`config.mk`:
```
export PLATFORM = sky130hd
export DESIGN_NAME = a0_monitor
export DESIGN_NICKNAME = d
export VERILOG_FILES = /design/src/rtl/a0_monitor.sv
export SDC_FILE = /design/constraint.sdc
export NUM_CORES = 1
export LEC_CHECK = 0
export CAP_MARGIN = 20
export CORE_ASPECT_RATIO = 0.75
export CORE_MARGIN = 2
export CORE_UTILIZATION = 45
export DETAILED_ROUTE_END_ITERATION = 16
export PLACE_DENSITY = 0.67
export SLEW_MARGIN = 20
export SYNTH_ARGS = -nofsm -noshare
export SYNTH_HDL_FRONTEND = slang
export SYNTH_SLANG_ARGS = --single-unit
export TNS_END_PERCENT = 20
```
`constraint.sdc`:
```
create_clock -name clk -period 10 [get_ports clk]
set_clock_uncertainty 0.1 [all_clocks]
set_input_delay 2 -clock clk [delete_from_list [all_inputs] [get_ports clk]]
set_output_delay 2 -clock clk [all_outputs]
set_load 0.005 [all_outputs]
```
`src/rtl/a0_monitor.sv`:
```
// Watches the register-file a0 output and queues every change, tagged with a
// cycle timestamp, in a small FIFO drained over a valid/ready handshake.
module a0_monitor #(
    parameter int DEPTH  = 8,
    parameter int TS_W   = 16,
    parameter int DROP_W = 8
) (
    input  logic                     clk,
    input  logic                     rst_n,
    input  logic                     en,
    input  logic [31:0]              a0,
    input  logic                     clr,
    output logic                     out_valid,
    input  logic                     out_ready,
    output logic [31:0]              out_data,
    output logic [TS_W-1:0]          out_ts,
    output logic [$clog2(DEPTH):0]   level,
    output logic                     overflow,
    output logic [DROP_W-1:0]        drop_cnt
);

    localparam int AW = $clog2(DEPTH);
    localparam int LW = AW + 1;

    logic [31:0]     r_mem_data [DEPTH];
    logic [TS_W-1:0] r_mem_ts   [DEPTH];
    logic [AW-1:0]   r_rd_ptr;
    logic [AW-1:0]   r_wr_ptr;
    logic [LW-1:0]   r_level;
    logic [TS_W-1:0] r_ts;
    logic [31:0]     r_last;
    logic            r_first;
    logic            r_overflow;
    logic [DROP_W-1:0] r_drop_cnt;

    logic w_event;
    logic w_full;
    logic w_pop;
    logic w_push;
    logic w_drop;

    assign out_valid = (r_level != '0);
    assign w_full    = (r_level == LW'(DEPTH));
    assign w_pop     = out_valid & out_ready;
    assign w_event   = en & (r_first | (a0 != r_last));
    // A pop in the same cycle frees the slot the push needs, so a full FIFO still accepts.
    assign w_push    = w_event & (~w_full | w_pop);
    assign w_drop    = w_event & w_full & ~w_pop;

    assign out_data  = out_valid ? r_mem_data[r_rd_ptr] : '0;
    assign out_ts    = out_valid ? r_mem_ts[r_rd_ptr]   : '0;
    assign level     = r_level;
    assign overflow  = r_overflow;
    assign drop_cnt  = r_drop_cnt;

    always_ff @(posedge clk) begin
        if (w_push) begin
            r_mem_data[r_wr_ptr] <= a0;
            r_mem_ts[r_wr_ptr]   <= r_ts;
        end
    end

    always_ff @(posedge clk) begin
        if (!rst_n) begin
            r_rd_ptr   <= '0;
            r_wr_ptr   <= '0;
            r_level    <= '0;
            r_ts       <= '0;
            r_last     <= '0;
            r_first    <= 1'b1;
            r_overflow <= 1'b0;
            r_drop_cnt <= '0;
        end else begin
            r_ts <= r_ts + TS_W'(1);

            // last advances even on a drop so an unchanged value is not re-reported
            if (w_event) begin
                r_last  <= a0;
                r_first <= 1'b0;
            end

            if (w_push) begin
                r_wr_ptr <= r_wr_ptr + AW'(1);
            end
            if (w_pop) begin
                r_rd_ptr <= r_rd_ptr + AW'(1);
            end

            case ({w_push, w_pop})
                2'b10:   r_level <= r_level + LW'(1);
                2'b01:   r_level <= r_level - LW'(1);
                default: r_level <= r_level;
            endcase

            if (clr) begin
                r_overflow <= 1'b0;
                r_drop_cnt <= '0;
            end else if (w_drop) begin
                r_overflow <= 1'b1;
                if (r_drop_cnt != {DROP_W{1'b1}}) begin
                    r_drop_cnt <= r_drop_cnt + DROP_W'(1);
                end
            end
        end
    end

endmodule

```
==> run summary <==
number of setup violations in the final report -> 0
maximum clock frequency -> 180 MHz
main flop type after synthesis -> edfxtp_1
status -> complete, no violations
Mean Syn Cell Area -> 18.6 sq um
WP buf/inv -> 2
DP Area -> 0.0194 sq mm
Mapped Area -> 0.0177 sq mm
area grow syn2layout -> 17.0%
clock tree root driver cell -> clkbuf_16
FILL cells -> 2990
number of vias per cell -> 5.44
Seq cells post-synth -> 455
I/O Buffers -> 98
delay-heaviest family, CP -> compound AO/OA/AOI/OAI gates
postcts setup bufs -> 0
die height -> 176 um
first-pass GRT wire length -> 54100 um
DRT antenna net count -> 0
Hold Fails Final Rpt -> 0
final instance area -> 0.0208 sq mm
pre-CTS WS -> 3930 ps
class of the tightest hold or removal check -> reg -> reg
register area share after synthesis -> 0.730
worst path cell trace -> clkdlybuf4s50_1 -> xor2_1 -> nor4_1 -> nand4_1 -> o31ai_4 -> nand2_1 -> inv_1 -> ha_1 -> a21o_1 -> a21oi_1 -> or3_1 -> a21o_1 -> a21oi_2
Seq. cell area -> 0.0130 sq mm
initial core utilization -> 0.460
cell at the slowest stage of the critical path -> o31ai_4
clock-pin slew on the worst setup and hold paths -> 60 ps
Final Max Slew Viols -> 0
setup_tns -> 0 ps
antenna violations before repair -> 0
Max stage delay on crit path -> 830 ps
crit path time final -> 5550 ps
largest net degree at the start of global routing -> 66
Synth area leader -> edfxtp_1
Clock Latency Late Sink -> 540 ps
Synth top area share -> 0.650
WL final -> 35700 um
fin nets -> 1118
Ant. Diodes -> 0
RePlAce Congestion -> 0.761
post-synthesis cell type count -> 38
routed via count -> 8811
GRT overflow -> 0
worst-margin pin slew -> 1080 ps
VDD IR-drop max -> 127 uV
number of synthesized flops with an enable pin -> 384
Num CTS Buffers -> 44
# DRC -> 0
Crit Path Max Fanout -> 18
Inst Count DP -> 1540
total of max-cap violations -> 0
Rows -> 62
die width -> 233 um
Initial DRT Pass Iterations -> 5
ys async rst share -> 0
vias in the first global route -> 9014
CP startpoint kind -> input pin
Multi-input gate area -> 0.00459 sq mm
Synth area leaders -> edfxtp_1 (65%), mux4_2 (12%), dfxtp_1 (8.0%)
layout cells sized above 1 -> 0.175
TritonCTS clock tree -> done
# resized after CTS -> 0
die area -> 0.0410 sq mm
Crit Path Category -> in -> reg
critical path arrival -> 5860 ps
I/O pin count -> 99
PD cells -> 239 mW/mm^2
hold buffer count at CTS -> 0
Worst setup EP type -> flop
H-tree Lvls -> 2
Worst slew margin -> 0.280
yosys warns -> 0
1st-iter DRT viols -> 783
post-synthesis cell count -> 955
worst setup margin -> 4450 ps
RSZ-0062 raised after global routing -> false
post-layout instance count excluding filler cells -> 1619
Final HPWL DP -> 20600 um
Synth Net Count -> 999
CTS Buffer Depth -> 3
P_leak -> 6.71 nW
cell mode on critical path -> a21o_1
final cycle utilization of the critical path -> 0.555
GRT Overall Usage -> 0.176
Avg WL per Cell -> 22.1 um
core area -> 0.0386 sq mm
Sink Count -> 455
Worst EP required -> 10300 ps
## registers in the layout, indices dropped and copies added, names as in the netlist, named ones only
name	cells
drop_cnt	8
level	4
overflow	1
r_first	1
r_last	32
r_mem_data	256
r_mem_ts	128
r_rd_ptr	3
r_ts	16
r_wr_ptr	3
## worst paths after layout
| kind | startpoint | endpoint | slack, ps | depth (start not counted) |
|---|---|---|---|---|
| worst min register to register | r_first | r_first | 370 | 2 |
| worst max register to register | r_last[11] | level[3] | 6240 | 12 |
| worst max-delay path | a0[11] | level[3] | 4450 | 13 |
| worst min-delay path | r_first | r_first | 370 | 2 |
## logic make-up (layout without fill, tap and decap cells)
family                   count (synthesis)  after routing  share of synthesized area
flip-flops                             455            455                      0.730
AND/OR/NAND/NOR                        190            190                     0.0480
multiplexers                           178            178                      0.168
XOR/XNOR                                56             56                     0.0277
buffers and inverters                   53            205                     0.0143
AO/OA/AOI/OAI                           16             16                    0.00621
adder cells (fa/ha/maj)                  7              7                    0.00536
## synthesized netlist by cell type (7+ instances only)
master,number
mux4_2,96
nand2_1,16
clkbuf_1,31
dfxtp_1,71
nor3_1,8
nor4_1,11
buf_2,7
mux2i_1,82
xor2_1,39
inv_1,8
edfxtp_1,384
nor2_1,117
nand3_1,14
xnor2_1,17
## per-stage QoR
stage | utilization | hold WS, ps | total power [mW]
2_1_floorplan | - | 346 | 2.88
3_3_place_gp | 0.502 | 354 | 3.41
3_5_place_dp | 0.502 | 362 | 3.42
4_1_cts | 0.538 | 376 | 5.03
5_1_grt | 0.538 | 394 | 5.19
6_report | 0.538 | 374 | 4.97
## area by class of cell
class                   instances  share of cell area
repair buffers                118              0.0545
inverters                       8             0.00145
flip-flops and latches        455               0.625
clock buffers                  62              0.0588
well taps                     512              0.0309
multi-input cells             447               0.221
clock inverters                17             0.00886
## tightest hold or removal path, cell delays in order, from the launching register on
cell and delay (ps):
dfxtp_1 310, inv_1 40, o21ai_0 70
## power breakdown
part | switching [mW] | internal [mW]
Sequential | 0.0707 | 2.14
Combinational | 0.522 | 0.616
Clock | 0.665 | 0.953
Total | 1.26 | 3.71
## cells in the final DEF, fill, tap and decap left out, types with 3 or more instances in the layout
master and count:
nand4_1 4, dfxtp_1 68, bufinv_16 4, inv_1 7
nor2_4 3, nor2_1 114, and3_1 5, nand2b_1 4
mux2i_1 82, nor3_2 4, nand2_1 16, mux4_2 96
clkinv_2 9, nor4_1 10, clkinv_1 3, dfxtp_4 3
buf_4 20, nor3_1 4, a21oi_1 6, xor2_1 39
xnor2_1 17, clkbuf_16 45, clkbuf_1 14, or3_1 4
clkbuf_8 3, edfxtp_1 384, clkdlybuf4s50_1 98, nand3_1 14
ha_1 6
## metal layers
metal	up-vias	part of all wire	wire, um	global-route usage
li1	3965	-	-	-
met1	4604	0.48	17300	0.271
met2	210	0.46	16300	0.264
met3	32	0.049	1750	0.0321
met4	0	0.011	382	0.0350
met5	-	0	0	0
(Power assumes the default switching activity.)
